--- config.mk ---
export PLATFORM = sky130hd
export DESIGN_NAME = bit_scan_iter_flat
export DESIGN_NICKNAME = d
export VERILOG_FILES = /design/src/rtl/bit_scan_iter_if.sv /design/src/rtl/bit_scan_iter.sv /design/src/flat_wrapper.sv
export SDC_FILE = /design/constraint.sdc
export NUM_CORES = 1
export LEC_CHECK = 0
export BUFFER_PORTS_ARGS = -buffer_cell sky130_fd_sc_hd__buf_2
export CAP_MARGIN = 0
export CORE_ASPECT_RATIO = 0.9
export CORE_UTILIZATION = 52
export DETAILED_ROUTE_END_ITERATION = 10
export GPL_ROUTABILITY_DRIVEN = 0
export GPL_TIMING_DRIVEN = 0
export PLACE_DENSITY_LB_ADDON = 0.1
export SETUP_SLACK_MARGIN = 0.5
export SYNTH_ARGS = -nofsm -noshare
export SYNTH_HDL_FRONTEND = slang
export SYNTH_SLANG_ARGS = --single-unit
--- constraint.sdc ---
create_clock -name clk -period 2.7 [get_ports clk]
set_clock_uncertainty 0.15 [all_clocks]
set_input_delay 0.405 -clock clk [delete_from_list [all_inputs] [get_ports clk]]
set_output_delay 0.405 -clock clk [all_outputs]
set_load 0.02 [all_outputs]
--- src/rtl/bit_scan_iter_if.sv ---
// Handshake bundle for bit_scan_iter: vector input channel and beat output channel.
interface bit_scan_iter_if #(
    parameter int NUM_BITS = 32
);
    localparam int POS_W = $clog2(NUM_BITS);

    logic                in_valid;
    logic                in_ready;
    logic [NUM_BITS-1:0] in_vec;
    logic                in_mode;
    logic                out_valid;
    logic                out_ready;
    logic [POS_W-1:0]    out_pos;
    logic [POS_W:0]      out_idx;
    logic                out_last;
    logic                out_none;

    // Producer/consumer side (testbench or upstream logic)
    modport master (
        output in_valid, in_vec, in_mode, out_ready,
        input  in_ready, out_valid, out_pos, out_idx, out_last, out_none
    );

    // Scanner side
    modport slave (
        input  in_valid, in_vec, in_mode, out_ready,
        output in_ready, out_valid, out_pos, out_idx, out_last, out_none
    );
endinterface

--- src/rtl/bit_scan_iter.sv ---
// Sequential set-bit scanner: captures a vector, then emits the index of each
// set bit one beat at a time, lowest-first (mode 0) or highest-first (mode 1).
module bit_scan_iter #(
    parameter int NUM_BITS = 32
) (
    input  logic           clk,
    input  logic           rst,
    bit_scan_iter_if.slave bus
);
    localparam int POS_W = $clog2(NUM_BITS);

    typedef enum logic {
        IDLE,
        SCAN
    } state_t;

    state_t              r_state;
    logic [NUM_BITS-1:0] r_residue;
    logic                r_mode;
    logic [POS_W:0]      r_idx;
    logic                r_none;

    logic [NUM_BITS-1:0] w_iso;
    logic [POS_W-1:0]    w_lo_pos;
    logic [POS_W-1:0]    w_hi_pos;
    logic [POS_W-1:0]    w_pos;
    logic                w_last;
    logic                w_scan;

    // Isolate the lowest set bit of the residue and encode its index.
    always_comb begin
        w_iso    = r_residue & ~(r_residue - NUM_BITS'(1));
        w_lo_pos = '0;
        for (int i = 0; i < NUM_BITS; i++) begin
            if (w_iso[i]) begin
                w_lo_pos = w_lo_pos | POS_W'(i);
            end
        end
    end

    // Encode the index of the highest set bit; later iterations override earlier ones.
    always_comb begin
        w_hi_pos = '0;
        for (int i = 0; i < NUM_BITS; i++) begin
            if (r_residue[i]) begin
                w_hi_pos = POS_W'(i);
            end
        end
    end

    // Select the current beat and detect the final beat (at most one bit left).
    always_comb begin
        w_pos  = r_mode ? w_hi_pos : w_lo_pos;
        w_last = ((r_residue & (r_residue - NUM_BITS'(1))) == '0);
        w_scan = (r_state == SCAN);
    end

    // Outputs decode registered state only; gated to zero outside SCAN.
    always_comb begin
        bus.in_ready  = (r_state == IDLE) && !rst;
        bus.out_valid = w_scan;
        bus.out_pos   = w_scan ? w_pos : '0;
        bus.out_idx   = w_scan ? r_idx : '0;
        bus.out_last  = w_scan && w_last;
        bus.out_none  = w_scan && r_none;
    end

    // Capture/scan state machine: IDLE accepts a vector, SCAN retires one set bit per handshake.
    always_ff @(posedge clk or posedge rst) begin
        if (rst) begin
            r_state   <= IDLE;
            r_residue <= '0;
            r_mode    <= 1'b0;
            r_idx     <= '0;
            r_none    <= 1'b0;
        end else begin
            // NOTE: non-blocking updates here so every branch reads the pre-edge residue/index.
            case (r_state)
                IDLE: begin
                    if (bus.in_valid) begin
                        r_residue <= bus.in_vec;
                        r_mode    <= bus.in_mode;
                        r_idx     <= '0;
                        r_none    <= (bus.in_vec == '0);
                        r_state   <= SCAN;
                    end
                end
                SCAN: begin
                    if (bus.out_ready) begin
                        r_residue[w_pos] <= 1'b0;
                        r_idx            <= r_idx + {{POS_W{1'b0}}, 1'b1};
                        if (w_last) begin
                            r_state <= IDLE;
                        end
                    end
                end
                default: r_state <= IDLE;
            endcase
        end
    end
endmodule

--- src/flat_wrapper.sv ---
// flat-port wrapper written by rule: the top's interface ports become plain ports
module bit_scan_iter_flat 
#(
    parameter int NUM_BITS = 32
)
  (clk, rst, bus_in_valid, bus_in_vec, bus_in_mode, bus_out_ready, bus_in_ready, bus_out_valid, bus_out_pos, bus_out_idx, bus_out_last, bus_out_none);
  bit_scan_iter_if #(.NUM_BITS(NUM_BITS)) bus_i ();
  input  logic clk;
  input  logic rst;
  input wire logic [$bits(bus_i.in_valid)-1:0] bus_in_valid;
  input wire logic [$bits(bus_i.in_vec)-1:0] bus_in_vec;
  input wire logic [$bits(bus_i.in_mode)-1:0] bus_in_mode;
  input wire logic [$bits(bus_i.out_ready)-1:0] bus_out_ready;
  output wire logic [$bits(bus_i.in_ready)-1:0] bus_in_ready;
  output wire logic [$bits(bus_i.out_valid)-1:0] bus_out_valid;
  output wire logic [$bits(bus_i.out_pos)-1:0] bus_out_pos;
  output wire logic [$bits(bus_i.out_idx)-1:0] bus_out_idx;
  output wire logic [$bits(bus_i.out_last)-1:0] bus_out_last;
  output wire logic [$bits(bus_i.out_none)-1:0] bus_out_none;
  assign bus_i.in_valid = bus_in_valid;
  assign bus_i.in_vec = bus_in_vec;
  assign bus_i.in_mode = bus_in_mode;
  assign bus_i.out_ready = bus_out_ready;
  assign bus_in_ready = bus_i.in_ready;
  assign bus_out_valid = bus_i.out_valid;
  assign bus_out_pos = bus_i.out_pos;
  assign bus_out_idx = bus_i.out_idx;
  assign bus_out_last = bus_i.out_last;
  assign bus_out_none = bus_i.out_none;
  bit_scan_iter #(.NUM_BITS(NUM_BITS)) u_core (.clk(clk), .rst(rst), .bus(bus_i));
endmodule
Yosys cells after proc, flatten, opt, wreduce, memory -nomap -nowiden

Cells that the tools add are included.
W data, S select, Z words.

Output and inout port bits: 15
Bits in registers: 41
Input port bits: 37
Word-level logic and storage cells: 118

Reductions and logical operators: 11
$lt $le $gt $ge: 2
$add $sub $neg: 2
Bitwise logic cells: 6
Mux-type cells: 89
Equal/unequal tests: 3

Operators by type and width:

| operator                | count |
|---|---|
| $mux W5                 | 48 |
| $mux W32                | 4 |
| $and A32 B32 Y32        | 3 |
| $logic_not A32 Y1       | 2 |
| $not A32 Y32            | 2 |
| $pmux W32 S2            | 1 |
| $mux W4                 | 8 |
| $sub A32 B1 Y32 const B | 1 |
| $mux W6                 | 5 |
| $mux W1                 | 14 |
| $mux W3                 | 4 |
| $pmux W6 S2             | 1 |
| $add A6 B1 Y6 const B   | 1 |
| $lt A5 B6 Y1 const B    | 1 |
| $demux W1 S5            | 1 |
| $ge A5 B1 Y1 const B    | 1 |
| $logic_and A1 B1 Y1     | 4 |
| $mux W2                 | 2 |
| $ne A2 B2 Y1 const B    | 2 |
| $reduce_and A2 Y1       | 2 |
| $ne A3 B2 Y1 const B    | 1 |
| $reduce_and A3 Y1       | 1 |
| $pmux W1 S2             | 1 |
| $reduce_bool A2 Y1      | 1 |
| 2 further kinds         | 2 |

Longest topological paths before layout

Depth after elaboration: 44
Gate-level depth with buffers: 9
Depth with buffers taken out: 7

Worst setup path before layout

Ideal clock, no wire load.

Kind: reg2out
From: reg u_core.r_residue[13]
To: out bus_out_last
Required time: 2145 ps
Path slack: -283 ps
Stages on the path, launching flop included: 10
Data arrival time: 2428 ps
Buffers on the path: 2
Cells stage by stage: dfrtp_1 > buf_2 > nor3_4 > nand2_2 > or2_1 > buf_2 > a2111oi_1 > nand4_1 > a2111o_1 > nor2_1

Cells in the longest elaborated chain, start to end: 4

Ends and longest elaborated chain:

| element                 | line                | source |
|---|---|---|
| start, declared         | bit_scan_iter.sv:18 | `logic [NUM_BITS-1:0] r_residue;` |
| start signal, assigned  | bit_scan_iter.sv:81 | `r_residue <= bus.in_vec;` |
| $sub A32 B1 Y32         | bit_scan_iter.sv:54 | `w_last = ((r_residue & (r_residue - NUM_BITS'(1))) == '0);` |
| $and A32 B32 Y32 (*)    | bit_scan_iter.sv:54 |  |
| $logic_not A32 Y1 (*)   | bit_scan_iter.sv:54 |  |
| $logic_and A1 B1 Y1 (*) | bit_scan_iter.sv:64 | `bus.out_last = w_scan && w_last;` |
| end, declared           | flat_wrapper.sv:18  | `output wire logic [$bits(bus_i.out_last)-1:0] bus_out_last;` |

Mark *: on every way between the ends. The rest lies on a longest branch, timed or not.

Worst setup path in the final report

From: reg u_core.r_residue[16]
To: out bus_out_last

The elaborated chain is that of the path after synthesis.

==> flow_metrics.py <==
metrics = {
    "status": {
        "outcome": "finished, violations left",
        "violations": "negative setup slack",
    },
    "place": {
        "dp_hpwl_um": 8381,
        "io_buffer_count": 51,
        "place_ws_ns": -0.6516,
    },
    "grt": {
        "grtUsageMet1_pct": 51.19,
        "grt_max_degree": 42,
        "use_met2_pct": 56.03,
        "antenna_found_initial": 0,
        "track_usage_pct": 37.27,
        "grt_overflow": 0,
        "grt_use_met3_pct": 10.11,
        "first_global_vias": 3639,
        "grt_pass1_wl_um": 19030,
        "grt_busiest_layer": "met2",
    },
    "cells_and_area": {
        "layout_common_cells": "buf_2 (49), nor2_1 (39), dfrtp_1 (36)",
        "drive_gt1_share_pct": 43.09,
        "fin_nets": 529,
        "area_growth_pct": 44.37,
        "final_common_cell": "buf_2",
        "utilization_pct": 77.90,
        "fillCellCount": 407,
        "diodes": 0,
    },
    "critical_path": {
        "cp_data_required_time_ns": 2.14,
        "slowest_delay_ns": 0.52,
        "path_class": "flip-flop to output pin",
        "crit_family": "simple AND/OR/NAND/NOR gates",
        "crit_arrival_ns": 2.84,
        "path_buf_inv": 1,
        "startpoint_type": "flip-flop",
        "worstPathCellList": "nor4_4 -> and4_4 -> a32oi_2 -> a2111oi_4 -> nand4_1 -> a2111o_1 -> nor2_4 -> buf_6",
        "crit_slowest_cell": "a2111o_1",
        "cp-end-kind": "output pin",
        "crit_fanout": 8,
    },
    "timing": {
        "finalCritPeriodShare_pct": 125.8,
        "max_freq_mhz": 294.5,
        "grt_setup_unrepaired": "true",
        "final-hold-violation-count": 0,
        "fin_crit_ns": 3.395,
        "final-setup-viol-count": 39,
        "setup_slack_ns": -0.6953,
        "finalMaxSlewViolations": 0,
        "relSlewSlack_pct": 39.41,
        "worst_pin_slew_ns": 0.9075,
    },
    "floorplanning": {
        "initial_core_util_pct": 53.96,
        "dieArea_sq_um": 6668,
        "core_sq_um": 6115,
        "ios": 52,
        "die_y_um": 77.57,
        "row_count": 27,
        "dieWidth_um": 85.97,
    },
    "drt": {
        "detail-route-antenna-nets": 0,
        "wirelength_um": 12810,
        "wl_per_cell_um": 22.13,
        "post-route-drc-count": 0,
        "viasPerCell": 6.940,
        "dr.pass1.iters": 5,
        "first_iter_violations": 452,
        "vias": 4018,
    },
    "cts": {
        "cts-root-buf": "clkbuf_8",
        "clk_pin_slew_ns": 0.08,
        "cts_tree": "done",
        "clock_latency_ns": 0.30,
        "cts.sinks": 41,
        "htreeDepth": 2,
        "clockBufferDepth": 2,
        "cts_buffers": 5,
    },
    "yosys": {
        "synth_area_per_cell_sq_um": 8.438,
        "synth.distinct_cells": 74,
        "syn_nets": 429,
        "syn_inst": 391,
        "synthesis.area_sq_um": 3299,
        "synth_edf_count": 0,
        "seq_area_frac_synth_pct": 31.10,
        "yosysWarnings": 0,
        "ys_async_sr_fraction_pct": 100.0,
        "synth-seq-cells": 41,
        "synthFlopType": "dfrtp_1",
    },
    "job": {
        "cap_violations": 0,
    },
    "worst_hold_path": {
        "hp-class": "input port to asynchronous set/reset pin",
    },
    "power_and_ir_drop": {
        "ir_drop_v": 0.0006291,
        "p_leak_nw": 1.855,
        "power.density_nw_per_um2": 1352,
    },
}
==> synthesized netlist by cell type, types with 8 or more instances <==
library cell / n / area, sq um
a21oi_1: 34 / 170.2
a221oi_1: 10 / 87.58
and2_1: 8 / 50.05
clkbuf_1: 17 / 63.81
dfrtp_1: 41 / 1026
inv_1: 16 / 60.06
mux2i_1: 19 / 190.2
nand2_1: 18 / 67.56
nand3_1: 14 / 70.07
nor2_1: 44 / 165.2
nor3_1: 14 / 70.07
nor4_1: 19 / 118.9
o21ai_0: 15 / 75.07
==> worst register-to-register path, stage by stage, from the launching register on <==
cell	delay (ns)
dfrtp_1	0.53
nor3_4	0.25
nand2_4	0.15
or2_1	0.25
buf_6	0.14
buf_4	0.13
buf_6	0.11
a211o_4	0.30
a32o_2	0.34
buf_6	0.14
buf_6	0.12
nor3_4	0.31
a21oi_1	0.13
==> routing by layer <==
layer	vias to the layer above	share of wire (%)
met5	-	0
met4	0	3.4
met3	54	12
met2	345	45
met1	1908	40
li1	1711	-
==> sequential cells by signal, summed over array words and instances, names as in the netlist <==
name	cells
u_core.bus.out_valid	1
u_core.r_idx	6
u_core.r_mode	1
u_core.r_none	1
u_core.r_residue	32
==> cells by family after synthesis <==
logic type,Yosys count,share of synthesized area (%)
simple gates,163,28.44
compound gates,122,28.10
buf+inv,43,5.612
flops,41,31.10
mux,19,5.764
fa+ha+maj,3,0.9859
==> repair_timing <==
action                     4_1_cts  5_1_grt
setup endpoints to repair       39       40
pin swaps                       18       28
gates resized for setup         42       51
hold buffers                     0        0
setup buffers                   20       22
==> final timing paths <==
kind / slack (ns) / from / cells past startpoint / end
max in group asynchronous: 1.61 / rst / 2 / u_core.r_residue[20]
min reg2reg: 0.33 / u_core.r_idx[5] / 1 / u_core.r_idx[5]
max: -0.70 / u_core.r_residue[16] / 8 / bus_out_last
min: 0.15 / rst / 2 / u_core.r_residue[19]
max reg2reg: -0.47 / u_core.r_residue[12] / 12 / u_core.r_residue[17]
min in group clk: 0.18 / bus_in_mode / 3 / u_core.r_mode
==> where the power goes <==
part | switching (mW) | internal (mW) | leakage (nW) | total [mW]
Sequential | 0.409 | 0.876 | 0.515 | 1.28
Clock | 0.226 | 0.302 | 0.0585 | 0.528
Combinational | 2.63 | 2.00 | 1.28 | 4.63
Total | 3.26 | 3.18 | 1.85 | 6.44
==> area by class of cell <==
type                       count  area, sq um  area share, %
buffer                        27        219.0          4.597
clock buffer                   7        86.33          1.812
clock inverter                 1        30.03         0.6304
inverter                      16        60.06          1.261
multi-input combinational    307         2574          54.03
sequential                    41         1032          21.67
tap                           87        108.9          2.285
timing repair buffer          93        653.1          13.71
==> per-stage QoR <==
step	hold slack [ns]	instance area [sq um]	setup TNS [ns]	power [mW]	instances
after global placement	0.3108	3930	-15.60	4.488	529
after detailed placement	0.3179	3930	-15.75	4.564	529
final	0.1532	4763	-12.95	6.441	579
after CTS	0.1832	4374	-8.733	5.636	557
after global routing	0.1983	4763	-17.55	6.731	579
after floorplan	0.2902	3566	-0.1875	3.731	391
No activity file was read; power rests on OpenSTA's default activity.
